[src/rtl/seg7_pkg.sv]
// Shared types and constants for the 7-segment output scanner.
// Holds the scan state enum, digit sizing and the hex-to-segment table.
package seg7_pkg;

   typedef enum logic {
      SHOW,
      BLANK
   } state_e;

   localparam int NUM_DIGITS = 4;
   localparam int IDX_W      = 2;

   localparam logic [6:0] SEG_BLANK = 7'h7F;

   // Active-low {g,f,e,d,c,b,a}; entry [n] is hex digit n.
   localparam logic [15:0][6:0] SEG_LUT = {
      7'h0E, 7'h06, 7'h21, 7'h46,
      7'h03, 7'h08, 7'h10, 7'h00,
      7'h78, 7'h02, 7'h12, 7'h19,
      7'h30, 7'h24, 7'h79, 7'h40
   };

endpackage

[src/rtl/hex_to_seg7.sv]
// Combinational 4-bit hex to active-low 7-segment decoder.
// Ports: nib_i (hex nibble), seg_o ({g,f,e,d,c,b,a}, active-low).
module hex_to_seg7
   import seg7_pkg::*;
(
   input  logic [3:0] nib_i,
   output logic [6:0] seg_o
);

   assign seg_o = SEG_LUT[nib_i];

endmodule

[src/rtl/seg7_output_scanner.sv]
// Latches the CPU output value and scans it as 4 hex digits with an
// inter-digit blank cycle; drives LEDs with the PC low byte.
// Ports: clk, reset (sync, active-high), data_in/data_valid (value
// capture), pc_in (LED source), freeze (hold value and LEDs),
// seg_n/dp_n/an_n (active-low display), led, shown_value (latched value).
// Optional build macro: SEG7_LEADING_ZERO_BLANK_EN blanks leading zeros.
module seg7_output_scanner
   import seg7_pkg::*;
#(
   parameter int REFRESH_DIV = 50000,
   parameter int NUM_DIGITS_P = NUM_DIGITS
)(
   input  logic        clk,
   input  logic        reset,
   input  logic [15:0] data_in,
   input  logic        data_valid,
   input  logic [7:0]  pc_in,
   input  logic        freeze,
   output logic [6:0]  seg_n,
   output logic        dp_n,
   output logic [3:0]  an_n,
   output logic [7:0]  led,
   output logic [15:0] shown_value
);

   localparam int CW = (REFRESH_DIV > 1) ? $clog2(REFRESH_DIV) : 1;
   localparam logic [CW-1:0] CNT_LAST = CW'(REFRESH_DIV - 1);

   state_e           state_q, state_d;
   logic [IDX_W-1:0] idx_q, idx_d;
   logic [CW-1:0]    cnt_q, cnt_d;
   logic [15:0]      value_q, value_d;
   logic [7:0]       led_q, led_d;
   logic [3:0]       an_q, an_d;
   logic [6:0]       seg_q, seg_d;
   logic             dp_q, dp_d;
   logic [3:0]       nib;
   logic [6:0]       dec;
   logic             lz_blank;

   hex_to_seg7 u_dec (
      .nib_i (nib),
      .seg_o (dec)
   );

   // Nibble is taken from next-cycle value and index so a capture
   // shows on the lit digit at the same edge.
   assign nib = value_d[{idx_d, 2'b00} +: 4];

`ifdef SEG7_LEADING_ZERO_BLANK_EN
   logic [IDX_W-1:0] msd;

   always_comb begin
      msd = '0;
      if (value_d[15:12] != 4'h0)     msd = 2'd3;
      else if (value_d[11:8] != 4'h0) msd = 2'd2;
      else if (value_d[7:4] != 4'h0)  msd = 2'd1;
      lz_blank = (idx_d > msd);
   end
`else
   assign lz_blank = 1'b0;
`endif

   always_comb begin
      state_d = state_q;
      idx_d   = idx_q;
      cnt_d   = cnt_q;
      value_d = value_q;
      led_d   = led_q;
      an_d    = 4'b1111;
      seg_d   = SEG_BLANK;
      dp_d    = 1'b1;

      if (data_valid && !freeze) value_d = data_in;
      if (!freeze)               led_d   = pc_in;

      unique case (state_q)
         BLANK: begin
            state_d = SHOW;
            idx_d   = idx_q + 2'd1;
            cnt_d   = '0;
         end
         SHOW: begin
            if (cnt_q == CNT_LAST) begin
               state_d = BLANK;
               cnt_d   = '0;
            end else begin
               cnt_d = cnt_q + 1'b1;
            end
         end
         default: state_d = BLANK;
      endcase

      if (state_d == SHOW) begin
         an_d  = ~(4'b0001 << idx_d);
         seg_d = lz_blank ? SEG_BLANK : dec;
         dp_d  = !((idx_d == 2'd0) && freeze);
      end
   end

   always_ff @(posedge clk) begin
      if (reset) begin
         state_q <= BLANK;
         idx_q   <= 2'd3;
         cnt_q   <= '0;
         value_q <= '0;
         led_q   <= '0;
         an_q    <= 4'b1111;
         seg_q   <= SEG_BLANK;
         dp_q    <= 1'b1;
      end else begin
         state_q <= state_d;
         idx_q   <= idx_d;
         cnt_q   <= cnt_d;
         value_q <= value_d;
         led_q   <= led_d;
         an_q    <= an_d;
         seg_q   <= seg_d;
         dp_q    <= dp_d;
      end
   end

   assign an_n        = an_q;
   assign seg_n       = seg_q;
   assign dp_n        = dp_q;
   assign led         = led_q;
   assign shown_value = value_q;

endmodule

[config.mk]
export PLATFORM = sky130hd
export DESIGN_NAME = seg7_output_scanner
export DESIGN_NICKNAME = d
export VERILOG_FILES = /design/src/rtl/seg7_pkg.sv /design/src/rtl/hex_to_seg7.sv /design/src/rtl/seg7_output_scanner.sv
export SDC_FILE = /design/constraint.sdc
export NUM_CORES = 1
export LEC_CHECK = 0
export CORE_MARGIN = 4
export CORE_UTILIZATION = 45
export DETAILED_ROUTE_END_ITERATION = 8
export PLACE_DENSITY = 0.85
export SLEW_MARGIN = 20
export SYNTH_ARGS = -nofsm -noshare
export SYNTH_HDL_FRONTEND = slang
export SYNTH_HIERARCHICAL = 1
export SYNTH_SLANG_ARGS = --single-unit
[constraint.sdc]
create_clock -name clk -period 8.06 [get_ports clk]
set_input_delay 2.418 -clock clk [delete_from_list [all_inputs] [get_ports clk]]
set_output_delay 2.418 -clock clk [all_outputs]
set_load 0.005 [all_outputs]
Word level (Yosys, flattened, before mapping)
Memories as Yosys holds them, arrays and structs flattened. A register that Yosys moved wholly into a read port is not among the register bits.
Index checks and enable logic that the tools add are counted.
{"block": "op_classes", "add_sub_neg": 2, "mul": 0, "div": 0, "order_cmp": 0, "eq_ne": 1, "n_shift": 2, "mux": 6, "bitwise_logic": 2, "n_reduce_logical": 6}
{"cell": "16-bit two-way mux", "n": 2}
{"cell": "16-bit case mux with 2 select lines", "n": 1}
{"cell": "16-bit by 1-bit adder with 16-bit output, second input constant", "n": 1}
{"cell": "16-bit == test, second input constant", "n": 1}
{"cell": "16-bit by 5-bit indexed part select with 4-bit output", "n": 1}
{"cell": "4-bit inverter", "n": 1}
{"cell": "1-bit by 2-bit << shifter with 4-bit output, first input constant", "n": 1}
{"cell": "2-bit by 1-bit adder with 2-bit output, second input constant", "n": 1}
{"cell": "1-bit logical AND", "n": 2}
{"cell": "1-bit zero test", "n": 2}
{"cell": "2-bit zero test", "n": 1}
{"cell": "2-bit two-way mux", "n": 1}
{"cell": "1-bit case mux with 2 select lines", "n": 1}
{"cell": "2-bit OR reduction", "n": 1}
{"cell": "1-bit two-way mux", "n": 1}
{"cell": "1-bit inverter", "n": 1}
{"block": "word_totals", "register_bits": 48, "latchBits": 0, "ramBits": 0, "rom_bits": 112, "in_bits": 28, "out_inout_bits": 36, "elab_cells": 27, "n_memories": 1}
{"memory": "(no name shown)", "depth": 16, "width": 7, "read_ports": 1, "rd_clocked_by_memory_dff": 1, "wr": 0, "line": "hex_to_seg7.sv:10", "text": "assign seg_o = SEG_LUT[nib_i];"}

Longest topological paths before layout
Gate-level depths: netlist of the first run.
{"block": "depth", "depth_word": 5, "depth_mapped": 13, "mapped_depth_nobuf": 10}

Cells and area by module
Netlist of the first run, hierarchy kept.
{"mod": "seg7_output_scanner", "n_inst": 1, "cells_each": 227, "area_each_um2": 2267.2, "seq_area_each_um2": 1101.1}
{"mod": "hex_to_seg7", "n_inst": 1, "cells_each": 31, "area_each_um2": 252.7, "seq_area_each_um2": 0.0}

Least setup slack after synthesis of the first run
No wires, ideal clock.
{"block": "synth_path", "path_kind": "input-to-reg", "startpoint": "input freeze", "endpoint": "register seg_q[3] (netlist: seg_n[3])", "setup_time_ps": 126, "arrival_ps": 4840, "required_ps": 7934, "setup_slack_ps": 3094, "cell_stages": 11, "path_buffers": 2, "cell_sequence": "buf_4 nand2b_1 buf_4 mux4_2 a21oi_1 nor3_1 inv_1 ha_1 inv_1 mux4_2 nand2b_1"}
{"block": "synth_via", "elab_chain_len": 4}
{"item": "start: declaration", "line": "seg7_output_scanner.sv:18", "text": "input logic freeze,"}
{"item": "1-bit zero test"}
{"item": "1-bit logical AND", "line": "seg7_output_scanner.sv:74", "text": "if (data_valid && !freeze) value_d = data_in;"}
{"item": "16-bit two-way mux", "line": "seg7_output_scanner.sv:74"}
{"item": "16-bit by 5-bit indexed part select with 4-bit output", "line": "seg7_output_scanner.sv:48", "text": "assign nib = value_d[{idx_d, 2'b00} +: 4];"}
{"item": "net nib[0]", "line": "seg7_output_scanner.sv:37", "text": "logic [3:0] nib;"}
{"item": "end: declaration", "line": "seg7_output_scanner.sv:35", "text": "logic [6:0] seg_q, seg_d;"}
The timed path passes the listed nets, and every way through them passes these cells.
A chain may end at the register's enable or synchronous reset.

Worst setup path after layout of the first run
Same ends and word-level chain as after synthesis.

==> key figures, run 1 <==
Global route
  – Vias in the first global route: between 1,500 and 2,000
  – Largest net degree at the start of global routing: 29
  – Total GRT Usage: between 10 and 15%
  – Grt ovf: 0
  – Initial antenna violation count: 0
  – First-pass GRT wire length: around 8.7 mm

Routing
  – Via count: approximately 2,000
  – Remaining antenna violation count: 0
  – Vias/cell: approximately 5
  – 1st-iter DRT viols: about 150
  – DR DRC count: 0
  – WL/cell: 13.36 um
  – Drt pass-1 iters: 4
  – Post-Route WL: about 5.2 mm

Power
  – Sw Share: approximately 25%
  – IR drop worst, VDD: between 0.1 and 0.15 mV
  – Lkg Pwr: 0.001298 uW
  – Clock power share: 26.5%
  – P_int: 428.1 uW
  – Part of the power in registers: 51.7%
  – Psw: approximately 150 uW
  – Gate power share: 21.9%
  – Power Dens Cells: approximately 180 nW/um2

Floorplanning
  – Row cnt: 26
  – Die area: between 6000 and 7000 um2
  – Starting Density: a little under half
  – Die width: 82.83 um
  – Core outline area: between 5000 and 6000 um2
  – I/O pin cnt: 64
  – Die height: between 80 and 90 um

Placement
  – Post-DP HPWL: around 3.9 mm
  – Placed Area: 3153 um2
  – Routability Congestion: 0.8286
  – PortBufs: between 60 and 70

Clocking
  – CTS clk-pin slew, worst paths: 90 ps
  – Clock Sinks: 55
  – Buffers inserted by post-CTS timing repair: 0
  – CTS root buffer: clkbuf_8
  – CTS tree: built
  – # hold bufs at CTS: 0
  – Clk buf depth: 2
  – Clock Latency Late Sink: 300 ps
  – Total CTS buffers: 5
  – H-tree Lvls: 2
  – Cts repair resizes: 0

Synthesis
  – Yosys reg bits: 55
  – Syn Nets: between 200 and 300
  – Netlist cell types: 37
  – Mean Syn Cell Area: roughly 10 um2
  – Synth Instances: roughly 260
  – Register area share after synthesis: 43.69%
  – Post-Syn Area: roughly 2500 um2
  – Synth Warn #: 6

Timing
  – Slew @ Worst Pin: about 1000 ps
  – Hold Vio Cnt, Final: 0
  – Max-slew violations: 0
  – Skew final: ~3.9 ps
  – RSZ-0062 raised after global routing: false
  – Final min period: approximately 6000 ps
  – Post-Route Setup TNS: 0 ps
  – Setup violators final: 0
  – Slew margin rel.: 30.96%
  – Fmax: 0.1621 GHz
  – Crit share post-route: about 77%

Outcome
  – Status: completed

Finish
  – Share of layout cells above drive strength 1: under 10%
  – Area growth from synthesis to layout: 28.60%
  – Final core occ: 61.49%
  – Commonest non-fill, non-tap cells in the layout: clkdlybuf4s50_1 (63), dfxtp_1 (55), nor2_1 (33)
  – Fillers: 469
  – Nets: approximately 350
  – Diode count: 0
  – Design Area, Final: 3241 um2
  – Most common cell after layout, fill and taps aside: clkdlybuf4s50_1

Worst setup path
  – CP Capture Type: register
  – Worst EP arrival: between 6000 and 7000 ps
  – Critical path type: in -> reg
  – WP data required: just over 8000 ps
  – Worst Path Max Fanout: 20
  – Setup crit start kind: input port

Hold path
  – Hold Path Class: reg -> reg

Job
  – Max_cap viols: 0
[Yosys cell counts]
| cell type | instances | area share [%] |
|---|---|---|
| xor2_1 | 7 | 2.4 |
| nand3_1 | 8 | 1.6 |
| o31ai_1 | 1 | 0.30 |
| nor4_2 | 1 | 0.50 |
| nand2b_1 | 10 | 2.5 |
| o21ai_0 | 5 | 0.99 |
| nand4b_1 | 1 | 0.35 |
| nor2b_1 | 8 | 2.0 |
| xnor2_1 | 6 | 2.1 |
| buf_4 | 3 | 0.89 |
| buf_2 | 1 | 0.20 |
| o211ai_1 | 1 | 0.30 |
| mux2_2 | 8 | 3.6 |
| or3_1 | 4 | 0.99 |
| or4_1 | 2 | 0.60 |
| buf_6 | 3 | 1.3 |
| ha_1 | 8 | 4.0 |
| a21oi_1 | 14 | 2.8 |
| nor4_1 | 1 | 0.25 |
| inv_2 | 1 | 0.15 |
| or4bb_1 | 1 | 0.45 |
| nand4_1 | 4 | 0.99 |
| nor3_1 | 6 | 1.2 |
| clkbuf_1 | 5 | 0.74 |
| mux2i_1 | 21 | 8.3 |
| o2bb2ai_1 | 1 | 0.35 |
| dfxtp_1 | 55 | 44 |
| nor2_1 | 33 | 4.9 |
| and3_1 | 1 | 0.25 |
| nand3b_1 | 2 | 0.60 |
| or2_2 | 2 | 0.50 |
| buf_12 | 1 | 0.79 |
| nor2_2 | 2 | 0.50 |
| inv_1 | 6 | 0.89 |
| mux4_2 | 5 | 4.5 |
| nand2_1 | 17 | 2.5 |
| and4_1 | 3 | 1.0 |
[per-stage QoR]
step / instances / hold slack, ps / total power [uW] / worst slack (ps)
4_1_cts: 387 / 480.8 / 577.5 / 1869
5_1_grt: 387 / 498.8 / 601.7 / 1517
6_report: 387 / 478.3 / 573.3 / 1890
3_3_place_gp: 380 / 449.1 / 424.3 / 1723
3_5_place_dp: 380 / 458.1 / 428.2 / 1541
2_1_floorplan: 258 / 435.1 / 374.0 / 3094
[worst paths after layout]
kind / from / to / slack (ps) / depth (start not counted)
worst min-delay path: cnt_q[0] / cnt_q[0] / 480 / 1
worst max-delay path: freeze / seg_n[3] / 1890 / 10
worst max register to register: idx_q[1] / seg_n[3] / 5190 / 8
worst min register to register: cnt_q[0] / cnt_q[0] / 480 / 1
[critical path, stage by stage]
cell and delay (ps):
clkdlybuf4s50_1 790, nand2b_1 870, mux4_2 380, a21oi_1 40
nor3_1 570, inv_1 250, ha_1 370, inv_1 40
mux4_2 440, nand2b_1 150
[cell families after synthesis]
family,synth area share [%]
simple gates,21.70
mux,16.39
flops,43.69
fa+ha+maj,3.972
buf+inv,5.014
xor+xnor,4.518
compound gates,4.717
[layer usage]
layer	vias up	track usage [%]	part of all wire (%)
li1	996	-	-
met1	923	17.96	45
met2	67	25.29	48
met3	6	4.059	6.6
met4	0	4.903	0.99
met5	-	0	0
[power by group through the flow]
stage | logic (uW) | registers [uW] | clock network, uW
floorplan | 71.7 | 302 | 0
global placement | 122 | 302 | 0
detailed placement | 126 | 302 | 0
CTS | 126 | 296 | 155
global route | 139 | 298 | 165
finish | 125 | 296 | 152
[flip-flops by register name (all words and copies together), names as in the netlist]
signal	cells
idx_q	2
led	8
cnt_q	16
shown_value	16
dp_n	1
seg_n	7
an_n	4
state_q	1
[final cells by class]
type                    instances  area (um2)  share of cell area, %
clock buffers                   6       82.58                  2.548
clock inverters                 1       5.005                 0.1544
inverters                       7       26.28                 0.8108
multi-input cells             183        1292                  39.88
flip-flops and latches         55        1101                  33.98
well taps                      70       87.58                  2.703
repair buffers                 65       645.6                  19.92
Power figures use the tool's default switching activity.
==> run 2: changes to the inputs <==
==> constraint.sdc (replaced) <==
create_clock -name clk -period 6 [get_ports clk]
set_input_delay 1.8 -clock clk [delete_from_list [all_inputs] [get_ports clk]]
set_output_delay 1.8 -clock clk [all_outputs]
set_load 0.005 [all_outputs]
==> key figures, run 2 (same netlist as run 1, synthesis figures left out) <==
Outcome
  – Status: completed

Worst setup path
  – Critical path type: in -> reg
  – CP Capture Type: register
  – Crit path from: freeze
  – Crit path max-delay family: simple AND/OR/NAND/NOR gates
  – Reg-to-reg startpoint: idx_q[1]
  – Worst Path Max Fanout: 12
  – Worst EP arrival: 5010 ps
  – Setup crit start kind: input port
  – Slowest stage delay, CP: 590 ps
  – WP buf/inv: 3
  – Slowest-stage cell, CP: nor3_1
  – WP data required: 6170 ps
  – Crit-path cells: clkdlybuf4s50_1 > nand2b_1 > mux4_2 > a21oi_1 > nor3_1 > inv_1 > ha_1 > inv_1 > mux4_2 > nand2b_1

Global route
  – First-pass GRT wire length: 8.790 mm
  – Vias in the first global route: 2,001
  – Initial antenna violation count: 0
  – Largest net degree at the start of global routing: 29
  – Grt ovf: 0
  – Total GRT Usage: 15.19%

Placement
  – Routability Congestion: about 0.83
  – Post-DP HPWL: 3.885 mm
  – Placed Area: 3168 um2
  – PortBufs: 63

Clocking
  – H-tree Lvls: 2
  – Clk buf depth: 2
  – Cts repair resizes: 0
  – # hold bufs at CTS: 0
  – CTS clk-pin slew, worst paths: 100 ps
  – CTS tree: built
  – Total CTS buffers: 5
  – Clock Sinks: 55
  – CTS root buffer: clkbuf_8
  – Buffers inserted by post-CTS timing repair: 0
  – Clock Latency Late Sink: approximately 310 ps

Hold path
  – Hold_sp: cnt_q[0]
  – Hold Path Class: reg -> reg

Finish
  – Nets: between 300 and 400
  – Share of layout cells above drive strength 1: about a tenth
  – Area growth from synthesis to layout: 30.44%
  – Fillers: between 400 and 500
  – Diode count: 0
  – Most common cell after layout, fill and taps aside: clkdlybuf4s50_1
  – Design Area, Final: roughly 3300 um2
  – Commonest non-fill, non-tap cells in the layout: clkdlybuf4s50_1 (63), dfxtp_1 (55), nor2_1 (33)

Timing
  – WHS: 480.7 ps
  – Skew final: approximately 11 ps
  – Hold Vio Cnt, Final: 0
  – Slew margin rel.: between 30% and 40%
  – Final min period: roughly 4800 ps
  – RSZ-0062 raised after global routing: false
  – Slew @ Worst Pin: 957.5 ps
  – Post-Route Setup TNS: 0 ps
  – Setup violators final: 0
  – Max-slew violations: 0
  – Fmax: just over 0.2 GHz
  – Crit share post-route: 80.55%

Power
  – IR drop worst, VDD: approximately 0.22 mV
  – Gate power share: roughly a fifth
  – Lkg Pwr: 0.001321 uW
  – Psw: 212.3 uW
  – Sw Share: approximately a quarter
  – P_int: 613.8 uW
  – Final Power: approximately 830 uW
  – Power Dens Cells: approximately 250 nW/um2
  – Part of the power in registers: a little under 50%
  – Clock power share: 31.1%

Routing
  – Remaining antenna violation count: 0
  – Vias/cell: ~5.2
  – Via count: approximately 2,000
  – Post-Route WL: ~5.2 mm
  – DR DRC count: 0
  – WL/cell: around 13 um
  – Drt pass-1 iters: 6
  – 1st-iter DRT viols: approximately 130

Floorplanning
  – Die area: 6861 um2
  – Core outline area: between 5000 and 6000 um2
  – Row cnt: 26
  – Die height: roughly 83 um
  – Die width: just over 80 um
  – I/O pin cnt: 64
  – Starting Density: a little under half

Job
  – Max_cap viols: 0
-- run 2: worst paths after layout --
kind / end / slack [ps] / depth (start not counted)
setup / recovery: seg_n[3] / 1170 / 10
setup reg to reg: seg_n[3] / 3090 / 8
hold reg to reg: cnt_q[0] / 480 / 1
hold / removal: cnt_q[0] / 480 / 1
-- run 2: through the flow --
stage | setup slack, ps | cells | util [%]
3_3_place_gp | 1031 | 382 | 60.11
3_5_place_dp | 839.1 | 382 | 60.11
2_1_floorplan | 1652 | 258 | -
6_report | 1167 | 390 | 62.37
4_1_cts | 1201 | 390 | 62.37
5_1_grt | 972.1 | 390 | 62.37
-- run 2: routing by layer --
layer / vias up / track usage [%] / wire length, um
met1: 947 / 19.12 / 2380
met3: 13 / 4.059 / 328
met4: 0 / 5.795 / 92
met5: - / 0 / 0
met2: 66 / 24.85 / 2436
li1: 1003 / - / -
-- run 2: cell type report --
cell class	count	area [um2]	area share, %
Inverter	7	26.28	0.7994
Clock buffer	5	68.82	2.094
Tap cell	70	87.58	2.665
Multi-Input combinational cell	183	1292	39.32
Clock inverter	3	50.05	1.523
Sequential cell	55	1101	33.50
Timing Repair Buffer	67	660.6	20.10
-- run 2: power groups by stage --
stage / combinational (uW) / sequential (uW) / clock, uW
global route: 186 / 400 / 277
detailed placement: 171 / 406 / 0
global placement: 165 / 406 / 0
floorplan: 96.3 / 406 / 0
CTS: 172 / 398 / 264
finish: 171 / 398 / 257
-- run 2: worst register-to-register path: cells and delay by family, from the launching register on --
kind / cells / cell delay (ps)
multiplexers: 1 / 450
buffers and inverters: 2 / 290
flip-flops: 1 / 580
AO/OA/AOI/OAI: 1 / 100
adder cells (fa/ha/maj): 1 / 370
AND/OR/NAND/NOR: 3 / 1000
==> variant 1: new RTL, config.mk and constraints of run 2 <==
`REFRESH_DIV`: 50000 -> 100000.
--- a/src/rtl/seg7_output_scanner.sv
+++ b/src/rtl/seg7_output_scanner.sv
@@ -9,3 +9,3 @@
 #(
-   parameter int REFRESH_DIV = 50000,
+   parameter int REFRESH_DIV = 100000,
    parameter int NUM_DIGITS_P = NUM_DIGITS
Formal check against the unedited RTL: no difference found for any inputs over 10 cycles, from zero or initial values and one cycle with reset high; that may be too few to reach the edited logic, so the function may still have changed.
==> variant 1 against run 2 <==
Wire length grew 0.44%; final area up 0.69%; sequential cell count grew 1; synthesized area is 1.4% higher; critical path depth did not move; utilization is 2.3 points lower; clock power down 24%; worst setup slack worse by 0.054 ns; total power is 7.1% lower.
==> variant 1: results (changes against run 2) <==
| Metric | Value |
|---|---|
| CP Max Fanout | `13 (+1)` |
| Max FFs per register | `17` |
| Critical Path Max Stage Delay | `0.57 ns (-0.02 ns)` |
| Reg2Reg Depth | `8 (unchanged)` |
| CP max-delay cell | `nor3_1` |
| Hold Path Class | `reg2reg` |
| Drt pass-1 iters | `4 (-2)` |
| Hold Path Sink | `cnt_q[0]` |
| Hpwl dp | `3.99 mm (+2.8%)` |
| CTS root buf | `clkbuf_8` |
| Initial DRC Count | `105 (-17%)` |
| Proportion of synthesized chip area in sequential cells | `43.9% (+0.18 points)` |
| Clock network power share | `25.4% (-5.7 points)` |
| Final nets | `361 (+1.7%)` |
| VDD IR max | `0.139 mV (-36%)` |
| Met3 usage | `4.27% (+0.21 points)` |
| First-pass GRT wire length | `9.39 mm (+6.8%)` |
| Layout cells sized above 1 | `9.23% (-0.46 points)` |
| Sw Share | `25.7% (about the same)` |
| FILL cells | `482 (+4.3%)` |
| Met2 usage | `26.5% (+1.6 points)` |
| Status | `completed` |
| Aggregate global-route resource usage | `16.1% (+0.86 points)` |
| Reg2reg end | `seg_n[3]` |
| Vias in the first global route | `2,053 (+2.6%)` |
| Final GP Congestion | `0.884 (+6.3%)` |
| P_comb | `169 uW` |
| M1 GR Usage | `20.2% (+1.1 points)` |
| Leak | `1.28 nW (-3.1%)` |
| Ant. Diodes | `0 (unchanged)` |
| CP top delay family | `simple AND/OR/NAND/NOR gates` |
| Worst slew margin | `32.2% (-4.0 points)` |
| Top post-synthesis cells by count | `dfxtp_1 (56), nor2_1 (35), mux2i_1 (21)` |
| Count of final setup violators | `0 (unchanged)` |
| Worst-skew pair later-pin latency | `0.31 ns (about the same)` |
| Total Wirelength | `5.26 mm (+0.44%)` |
| Htree depth | `2 (unchanged)` |
| Post-synth net total | `302 (+2.7%)` |
| Vias/cell | `5.19 (-0.17%)` |
| Synth area leaders | `dfxtp_1 (44%), mux2i_1 (8.2%), nor2_1 (5.1%)` |
| Maxcap violations | `0 (unchanged)` |
| Largest net degree at the start of global routing | `29 (unchanged)` |
| Reg2Reg Setup Slack | `3.15 ns (+0.06 ns)` |
| Power per Cell Area | `232 nW/um^2 (-7.7%)` |
| Clock Skews | `0.0129 ns (+0.00239 ns)` |
## variant 1: cell count changes in the layout (fill, tap and decap cells not counted), sizes merged, moves of 2 or more
cell,delta
xnor2,+5
xor2,-5
nor4,+4
and4,-3
nand2,-3
nand3,+2
## variant 1: cell type report
class	count	area (sq um)	share of cell area [%]
tap	72	90.1	2.72
timing repair buffer	66	653	19.7
clock inverter	2	12.5	0.378
clock buffer	5	68.8	2.08
multi-input combinational	186	1330	40.1
sequential	56	1120	33.9
inverter	10	37.5	1.13
## variant 1: worst max path at each step
stage / from / end / slack, ns / depth (start not counted)
2_1_floorplan: freeze / seg_n[3] / 1.74 / 11
3_3_place_gp: freeze / seg_n[3] / 0.94 / 10
3_5_place_dp: freeze / seg_n[3] / 0.78 / 10
4_1_cts: freeze / seg_n[3] / 1.10 / 10
5_1_grt: freeze / seg_n[3] / 0.79 / 10
6_report: freeze / seg_n[3] / 1.11 / 10
## variant 1: cell families after synthesis
group	synth area share (%)
AO/OA/AOI/OAI	5.34
XOR/XNOR	4.46
adder cells (fa/ha/maj)	3.92
buffers and inverters	4.21
flip-flops	43.9
multiplexers	16.2
AND/OR/NAND/NOR	22.0
## variant 1: metal layers
metal / wire, microns / share of wire (%) / vias up
met2: 2460 / 47 / 55
li1: - / - / 1026
met1: 2400 / 46 / 968
met4: 129 / 2.5 / 0
met3: 268 / 5.1 / 13
met5: 0 / 0 / -
## variant 1: metrics by stage
stage               instances  hold slack, ns  instance area, sq um  setup WS (ns)
floorplan                 266           0.417                  2550           1.74
global placement          390           0.428                  3230          0.938
detailed placement        390           0.445                  3230          0.783
CTS                       397           0.461                  3310           1.10
global route              397           0.475                  3310          0.787
finish                    397           0.456                  3310           1.11
==> variant 2: new RTL, flow settings as in run 2 <==
Without the edit above. Put one more register stage on the output `seg_n`, with the module's reset. The value now appears one clock later. The other outputs are not delayed to match.
--- a/src/rtl/seg7_output_scanner.sv
+++ b/src/rtl/seg7_output_scanner.sv
@@ -123,3 +123,9 @@
    assign an_n        = an_q;
-   assign seg_n       = seg_q;
+   always_ff @(posedge clk) begin
+      if (reset) begin
+         seg_n <= '0;
+      end else begin
+         seg_n <= seg_q;
+      end
+   end
    assign dp_n        = dp_q;
Formal check against the unedited RTL: not equivalent (Yosys sat finds a counterexample within 4 cycles, from zero or initial values and one cycle with reset high).
==> variant 2 against run 2 <==
Final area grew 7.8%; synthesized area grew 7.4%; total power grew 18%; clock power grew 37%; worst setup slack gained 0.056 ns; register-to-register slack gained 0.05 ns; sequential cell count grew 7; clock skew shrank 0.0021 ns; first-iteration DRC count shrank 61%; wire length grew 5.3%; utilization grew 0.065 points; via count grew 2.9%; global-route usage grew 1.3 points; critical path type unchanged; largest power group unchanged.
==> variant 2: results (changes against run 2) <==
| Metric | Value |
|---|---|
| Largest net degree at the start of global routing | `36 (+24%)` |
| CTS buffer count | `9 (+4)` |
| Fin cells | `412 (+5.6%)` |
| Final GP Congestion | `0.832 (about the same)` |
| Reg2reg end | `seg_q[3]` |
| Cells after Synth | `273 (+5.8%)` |
| Initial DRC Count | `49 (-61%)` |
| Arr. time, crit path | `4.96 ns (-0.05 ns)` |
| Clock Skews | `0.00843 ns (-0.00212 ns)` |
| Internal Pwr Total | `747 uW (+22%)` |
| Post-Place Cells | `398 (+4.2%)` |
| Htree depth | `3 (+1)` |
| CTS root buf | `clkbuf_8` |
| CP max-delay cell | `clkdlybuf4s50_1` |
| Clock network power share | `36.1% (+5.0 points)` |
| CP Max Fanout | `11 (-1)` |
| Post-synth net total | `309 (+5.1%)` |
| Worst slew margin | `35.8% (-0.40 points)` |
| First-pass GRT wire length | `9.54 mm (+8.6%)` |
| Status | `completed` |
| Synth area leaders | `dfxtp_1 (46%), mux2i_1 (7.8%), nor2_1 (4.6%)` |
| Reg clk slew, reported paths | `0.06 ns (-0.04 ns)` |
| Worst Min Path Start | `seg_q[1]` |
| Aggregate global-route resource usage | `16.5% (+1.3 points)` |
| Proportion of synthesized chip area in sequential cells | `45.8% (+2.1 points)` |
| Critical Path Max Stage Delay | `0.50 ns (-0.09 ns)` |
| WL/cell | `13.4 microns (-0.30%)` |
| Hpwl dp | `4.14 mm (+6.4%)` |
| FILL cells | `459 (-0.65%)` |
| Reg2Reg Setup Slack | `3.14 ns (+0.05 ns)` |
| VDD IR max | `0.170 mV (-21%)` |
| Worst slack, placed | `0.886 ns (+0.0468 ns)` |
| Vias/cell | `5.07 (-2.6%)` |
| Layout cells sized above 1 | `10.3% (+0.61 points)` |
| Leak | `1.43 nW (+8.1%)` |
variant 2: stage by stage:
| stage | hold WS, ns | cell area (sq um) | utilization (%) | total power, mW |
|---|---|---|---|---|
| after global routing | 0.459 | 3540 | 62.4 | 1.02 |
| after global placement | 0.427 | 3350 | 59.1 | 0.624 |
| after detailed placement | 0.426 | 3350 | 59.1 | 0.630 |
| final | 0.433 | 3540 | 62.4 | 0.972 |
| after CTS | 0.438 | 3540 | 62.4 | 0.986 |
| after floorplan | 0.414 | 2710 | - | 0.561 |
variant 2: layout make-up:
class                   instances  area (sq um)  share of cell area [%]
clock buffers                  13           159                    4.48
clock inverters                 1          30.0                   0.847
inverters                       7          26.3                   0.742
multi-input cells             190          1340                    37.7
flip-flops and latches         62          1240                    35.0
well taps                      72          90.1                    2.54
repair buffers                 67           661                    18.6
variant 2: routing by layer:
layer / GRT usage, % / vias up / part of all wire [%]
li1: - / 1058 / -
met1: 19.4 / 956 / 44
met2: 26.0 / 58 / 47
met3: 7.40 / 16 / 6.5
met4: 7.34 / 0 / 2.2
met5: 0 / - / 0
variant 2: how the worst min path moves through the flow:
stage	to	cells past startpoint
2_1_floorplan	seg_n[0]	1
3_3_place_gp	seg_n[2]	1
3_5_place_dp	seg_n[1]	1
4_1_cts	seg_n[1]	1
5_1_grt	seg_n[4]	1
6_report	seg_n[1]	1
variant 2: cells by family (layout without fill, tap and decap cells):
group | after synthesis | after routing | share of synthesized area (%)
AND/OR/NAND/NOR | 113 | 113 | 21.8
flip-flops | 62 | 62 | 45.8
multiplexers | 34 | 34 | 15.2
AO/OA/AOI/OAI | 22 | 22 | 4.39
buffers and inverters | 21 | 88 | 4.81
XOR/XNOR | 13 | 13 | 4.21
adder cells (fa/ha/maj) | 8 | 8 | 3.70
